$ cat config.mk
export PLATFORM = sky130hd
export DESIGN_NAME = seq_alu
export DESIGN_NICKNAME = d
export VERILOG_FILES = /design/src/rtl/seq_alu.sv
export SDC_FILE = /design/constraint.sdc
export NUM_CORES = 1
export LEC_CHECK = 0
export ABC_AREA = 1
export ABC_CLOCK_PERIOD_IN_PS = 5600
export BUFFER_PORTS_ARGS = -buffer_cell sky130_fd_sc_hd__buf_2
export CORE_UTILIZATION = 40
export CTS_CLUSTER_SIZE = 24
export DETAILED_ROUTE_END_ITERATION = 16
export GPL_ROUTABILITY_DRIVEN = 0
export MAX_ROUTING_LAYER = met4
export RECOVER_POWER = 100
export SYNTH_ARGS = -nofsm -noshare
export SYNTH_HDL_FRONTEND = slang
export SYNTH_SLANG_ARGS = --single-unit
$ cat constraint.sdc
create_clock -name clk -period 5.6 [get_ports clk]
set_input_delay 0.56 -clock clk [delete_from_list [all_inputs] [get_ports clk]]
set_output_delay 0.56 -clock clk [all_outputs]
set_load 0.03 [all_outputs]
$ cat src/rtl/seq_alu.sv
// seq_alu: handshaked registered ALU (in_valid/in_ready -> out_valid/out_ready),
// result plus n/z/v/c/error flags; iterative MUL when SEQ_ALU_MUL_EN is defined.
module seq_alu #(
  parameter int WIDTH = 32
) (
  input  logic             clk,
  input  logic             rst,
  input  logic             in_valid,
  output logic             in_ready,
  input  logic [WIDTH-1:0] a,
  input  logic [WIDTH-1:0] b,
  input  logic [3:0]       opcode,
  output logic             out_valid,
  input  logic             out_ready,
  output logic [WIDTH-1:0] result,
  output logic             n,
  output logic             z,
  output logic             v,
  output logic             c,
  output logic             error
);
  localparam int SHW = $clog2(WIDTH);

  localparam logic [1:0] IDLE = 2'd0;
  localparam logic [1:0] FULL = 2'd1;
`ifdef SEQ_ALU_MUL_EN
  localparam logic [1:0] BUSY = 2'd2;
`endif

  logic [1:0]       state_q, state_d;
  logic [WIDTH-1:0] res_q, res_d;
  logic             n_q, n_d;
  logic             z_q, z_d;
  logic             v_q, v_d;
  logic             c_q, c_d;
  logic             err_q, err_d;

  logic [WIDTH:0]   sum;
  logic [WIDTH:0]   dif;
  logic [SHW-1:0]   sh;
  logic [WIDTH-1:0] alu_r;
  logic             alu_v;
  logic             alu_c;
  logic             alu_e;
  logic             accept;

`ifdef SEQ_ALU_MUL_EN
  logic [2*WIDTH-1:0] mc_q, mc_d;
  logic [WIDTH-1:0]   mb_q, mb_d;
  logic [2*WIDTH-1:0] acc_q, acc_d;
  logic [SHW-1:0]     cnt_q, cnt_d;
  logic [2*WIDTH-1:0] acc_nxt;
  logic               is_mul;
`endif

  always_comb begin
    sh    = b[SHW-1:0];
    sum   = {1'b0, a} + {1'b0, b};
    dif   = {1'b0, a} - {1'b0, b};
    alu_r = '0;
    alu_v = 1'b0;
    alu_c = 1'b0;
    alu_e = 1'b0;
`ifdef SEQ_ALU_MUL_EN
    is_mul = 1'b0;
`endif
    unique case (opcode)
      4'b0000: begin
        alu_r = sum[WIDTH-1:0];
        alu_c = sum[WIDTH];
        alu_v = (a[WIDTH-1] == b[WIDTH-1])
              && (alu_r[WIDTH-1] != a[WIDTH-1]);
      end
      4'b1000: begin
        alu_r = dif[WIDTH-1:0];
        // extended MSB of the difference is the borrow
        alu_c = dif[WIDTH];
        alu_v = (a[WIDTH-1] != b[WIDTH-1])
              && (alu_r[WIDTH-1] != a[WIDTH-1]);
      end
      4'b0001: alu_r = a << sh;
      4'b0010: alu_r = {{(WIDTH-1){1'b0}},
                        $signed(a) > $signed(b)};
      4'b0011: alu_r = {{(WIDTH-1){1'b0}}, a > b};
      4'b0100: alu_r = a ^ b;
      4'b0101: alu_r = a >> sh;
      4'b1101: alu_r = $unsigned($signed(a) >>> sh);
      4'b0110: alu_r = a | b;
      4'b0111: alu_r = a & b;
`ifdef SEQ_ALU_MUL_EN
      4'b1001: is_mul = 1'b1;
`endif
      default: alu_e = 1'b1;
    endcase
  end

  assign in_ready = !rst
                  && ((state_q == IDLE)
                  || ((state_q == FULL) && out_ready));
  assign accept = in_valid && in_ready;

  always_comb begin
    state_d = state_q;
    res_d   = res_q;
    n_d     = n_q;
    z_d     = z_q;
    v_d     = v_q;
    c_d     = c_q;
    err_d   = err_q;
`ifdef SEQ_ALU_MUL_EN
    mc_d    = mc_q;
    mb_d    = mb_q;
    acc_d   = acc_q;
    cnt_d   = cnt_q;
    acc_nxt = acc_q + (mb_q[0] ? mc_q : '0);
`endif
    case (state_q)
      IDLE, FULL: begin
        if ((state_q == FULL) && out_ready) begin
          state_d = IDLE;
        end
        if (accept) begin
          state_d = FULL;
          res_d   = alu_r;
          n_d     = alu_r[WIDTH-1];
          z_d     = (alu_r == '0);
          v_d     = alu_v;
          c_d     = alu_c;
          err_d   = alu_e;
`ifdef SEQ_ALU_MUL_EN
          if (is_mul) begin
            state_d = BUSY;
            mc_d    = {{WIDTH{1'b0}}, a};
            mb_d    = b;
            acc_d   = '0;
            cnt_d   = '0;
          end
`endif
        end
      end
`ifdef SEQ_ALU_MUL_EN
      BUSY: begin
        // one multiplier bit per cycle, LSB first
        acc_d = acc_nxt;
        mc_d  = mc_q << 1;
        mb_d  = mb_q >> 1;
        cnt_d = cnt_q + 1'b1;
        if (cnt_q == SHW'(WIDTH - 1)) begin
          state_d = FULL;
          cnt_d   = '0;
          res_d   = acc_nxt[WIDTH-1:0];
          n_d     = acc_nxt[WIDTH-1];
          z_d     = (acc_nxt[WIDTH-1:0] == '0);
          v_d     = 1'b0;
          c_d     = |acc_nxt[2*WIDTH-1:WIDTH];
          err_d   = 1'b0;
        end
      end
`endif
      default: state_d = IDLE;
    endcase
  end

  always_ff @(posedge clk) begin
    if (rst) begin
      state_q <= IDLE;
      res_q   <= '0;
      n_q     <= 1'b0;
      z_q     <= 1'b0;
      v_q     <= 1'b0;
      c_q     <= 1'b0;
      err_q   <= 1'b0;
`ifdef SEQ_ALU_MUL_EN
      mc_q    <= '0;
      mb_q    <= '0;
      acc_q   <= '0;
      cnt_q   <= '0;
`endif
    end else begin
      state_q <= state_d;
      res_q   <= res_d;
      n_q     <= n_d;
      z_q     <= z_d;
      v_q     <= v_d;
      c_q     <= c_d;
      err_q   <= err_d;
`ifdef SEQ_ALU_MUL_EN
      mc_q    <= mc_d;
      mb_q    <= mb_d;
      acc_q   <= acc_d;
      cnt_q   <= cnt_d;
`endif
    end
  end

  assign out_valid = (state_q == FULL);
  assign result    = res_q;
  assign n         = n_q;
  assign z         = z_q;
  assign v         = v_q;
  assign c         = c_q;
  assign error     = err_q;

endmodule

==> impl_metrics.csv <==
group,metric,value,unit
floorplanning,initial_core_util,40.7,%
floorplanning,dieArea,30000,µm²
worst_setup_path,crit_path_frequent_cell,"nor2_1",
logic_synthesis,syn_inst,2315,
worst_setup_path,r2r_slack,1.73,ns
grt,grt_usage,35.2,%
grt,grt_max_degree,74,
logic_synthesis,yosysUniqueCellTypes,49,
cts,cts_hold_buf,0,
outcome,status,"complete, but fails checks",
timing,hold_viol,0,
cells_and_area,nFillCells,3328,
cts,htreeDepth,2,
cts,clockBufferDepth,2,
power_and_ir_drop,p_switching,0.943,mW
grt,grt_pass1_vias,14500,
cts,cts_sinks,37,
place,place_hpwl,43.0,mm
route,vias,16100,
grt,grt_pass1_wl,80.4,mm
power_and_ir_drop,intPower,0.809,mW
grt,grt-ovfl-total,0,
cts,root_buffer,"clkbuf_16",
worst_setup_path,slowest_stage,"clkbuf_1",
place,placed_area,12200,µm²
cells_and_area,area_growth,5.35,%
worst_setup_path,cp-start-kind,"input port",
cts,post-cts-setup-buffers,0,
cts,ctsResizeCount,0,
logic_synthesis,synth_edf_count,0,
logic_synthesis,synth.avg_cell_area,5.06,µm²
floorplanning,die_h,173,µm
worst_setup_path,critPathKind,"input port to flop",
logic_synthesis,ys.flop_type,"dfxtp_1",
logic_synthesis,yosys_warnings,0,
floorplanning,rows,62,
job,cap_violations,1,
power_and_ir_drop,powerDensity,142,nW/µm²
worst_setup_path,cp_data_required_time,5.74,ns
route,avgRoutedWirePerCell,19.5,µm
power_and_ir_drop,p_seq_share,16.7,%
worst_hold_path,hp-class,"flop to flop",
worst_setup_path,crit_path_start,"rst",
grt,antenna_found_initial,1,
timing,tightest_slew,2.90,ns
worst_setup_path,end_kind,"flop",
worst_setup_path,cp_slowest_stage_delay,2.05,ns
worst_setup_path,cp_max_fo,69,
place,io_buffers,110,
worst_setup_path,arrival,4.57,ns
cells_and_area,post-route-cell-area,12300,µm²
timing,final.period_utilization,79.2,%
logic_synthesis,yosysSeqAreaShare,6.32,%
worst_hold_path,hold_end,"result[1]$_SDFFE_PP0P_",
floorplanning,die_width,173,µm
cells_and_area,drive_gt1_share,6.72,%
cells_and_area,nets,2508,
timing,drv_slew,70,
route,drt_wl_total,53.0,mm
timing,min_period,4.43,ns
worst_setup_path,reg2reg_depth,16,
power_and_ir_drop,sw_frac_of_total,53.8,%
logic_synthesis,synth_nets,2486,
route,drc_errors,0,
route,via_per_inst,5.90,
timing,rsz0062_at_grt,"no",
worst_hold_path,hold_depth,2,
cts,cts_buffers,5,
worst_setup_path,reg2reg_to,"z$_SDFFE_PP0P_",
logic_synthesis,synth_area,11700,µm²
timing,tns,0,ns
timing,finalSetupViolations,0,
floorplanning,core,28800,µm²
power_and_ir_drop,power,1.75,mW
route,firstDrtPassIters,12,
power_and_ir_drop,vdd_drop_max,0.122,mV
route,ant_nets,0,
cts,insertion_delay,0.28,ns
floorplanning,ioPinCount,111,
worst_setup_path,worstReg2RegStart,"state_q[0]$_SDFFE_PP0P_",
timing,fin_skew,0.00187,ns
logic_synthesis,synthArstFlopShare,0,%
cts,cts_tree,"yes",
worst_hold_path,min-delay-start,"result[1]$_SDFFE_PP0P_",
route,drt_iter0_markers,2312,
worst_setup_path,critical_path.cell_chain,"clkbuf_1, nand3b_1, clkbuf_1, a21oi_1, nand4_1, nor2_1, nand2_1, a21oi_1, nand2_1, nor2_1, nand2_1, nor2_1, nand3_1, nor2_1, nor2_1, nor2_1",
outcome,violations,"max-capacitance violations, max-slew violations",
power_and_ir_drop,power.share.clock,18.9,%
timing,timing.hold.ws,0.464,ns
timing,timing.fmax,0.226,GHz
cts,clk_pin_slew_worst_paths,0.06,ns
power_and_ir_drop,comb_power_share,64.4,%
logic_synthesis,ys_ff_latch,37,
timing,slew_headroom,-93.3,%
power_and_ir_drop,p_leak,6.87,nW
[worst max path at each step]
| stage | slack (ns) | endpoint |
|---|---|---|
| 6_report | 1.17 | z$_SDFFE_PP0P_ |
| 5_1_grt | 0.91 | z$_SDFFE_PP0P_ |
| 4_1_cts | 1.97 | z$_SDFFE_PP0P_ |
| 3_5_place_dp | 1.69 | z$_SDFFE_PP0P_ |
| 3_3_place_gp | 1.67 | z$_SDFFE_PP0P_ |
| 2_1_floorplan | 2.60 | z$_SDFFE_PP0P_ |
[stage by stage]
stage | instances | setup slack, ns | utilization, %
6_report | 2723 | 1.17 | 42.9
5_1_grt | 2723 | 0.905 | 42.9
4_1_cts | 2722 | 1.97 | 43.1
3_5_place_dp | 2714 | 1.69 | 42.5
3_3_place_gp | 2714 | 1.67 | 42.5
2_1_floorplan | 2315 | 2.60 | -
[flip-flops by register name (all words and copies together) (netlist names)]
signal,flops
c,1
result,32
state_q,1
z,1
v,1
error,1
[final cells by class]
cell class                 instances  area [µm²]  area share [%]
antenna                            1        2.50          0.0203
clock buffer                       6         139            1.12
clock inverter                     2        37.5           0.304
inverter                         283        1070            8.64
multi-input combinational       1892        9330            75.5
sequential                        37         741            6.00
tap                              384         480            3.89
timing repair buffer             118         557            4.51
[metal layers]
metal | up-vias | wire length (µm) | global-route usage, %
met5 | - | 0 | -
met4 | 0 | 3580 | 19.7
met3 | 239 | 6800 | 6.71
met2 | 1111 | 22300 | 52.7
met1 | 7205 | 20300 | 44.3
li1 | 7511 | - | -
[cell usage after synthesis, types with 6 or more instances]
cell type	instances	share of area (%)
buf_2	46	2.0
inv_1	267	8.5
nor2_2	12	0.64
and2_1	8	0.43
a21oi_1	102	4.4
ha_1	97	10
nand2_2	16	0.85
a21oi_2	6	0.45
o211ai_1	16	1.0
inv_2	12	0.38
nor3_1	20	0.85
o21bai_1	9	0.58
o21ai_1	8	0.34
buf_6	11	1.1
nand4_1	32	1.7
o21ai_0	74	3.2
o22ai_1	16	0.85
clkbuf_1	21	0.67
buf_4	16	1.0
nand2_1	790	25
buf_1	8	0.26
nand3_2	14	1.2
dfxtp_1	37	6.3
nor2_1	237	7.6
nand3_1	397	17
[critical path, delay by kind of cell]
family | cells | cell delay, ns
AO/OA/AOI/OAI | 2 | 0.14
buffers and inverters | 2 | 2.64
AND/OR/NAND/NOR | 12 | 1.22
[cells by family (layout without fill, tap and decap cells)]
| kind of cell | Yosys count | in the layout | synth area share (%) |
|---|---|---|---|
| flops | 37 | 37 | 6.32 |
| simple gates | 1542 | 1542 | 56.7 |
| compound gates | 248 | 248 | 12.0 |
| xor+xnor | 3 | 3 | 0.224 |
| other cells | 0 | 1 | 0 |
| buf+inv | 386 | 409 | 14.1 |
| fa+ha+maj | 99 | 99 | 10.7 |
[power groups by stage]
stage                     clock, mW  sequential (mW)  combinational [mW]
after floorplan                   0            0.331               0.734
after global placement            0            0.297                1.07
after detailed placement          0            0.297                1.08
after CTS                     0.336            0.291                1.09
after global routing          0.351            0.294                1.22
final                         0.331            0.292                1.13
[cells in the final DEF (no fill, tap or decap), drive strengths merged, types with 9 or more instances in the layout]
cell type  Yosys  layout
a21oi        108     108
buf           81      77
clkbuf        22      47
dfxtp         37      37
ha            97      97
inv          281     281
nand2        809     809
nand3        411     411
nand4         32      32
nor2         250     250
nor3          23      23
o211ai        16      16
o21ai         82      82
o21bai         9       9
o22ai         16      16
(Power assumes the default switching activity.)
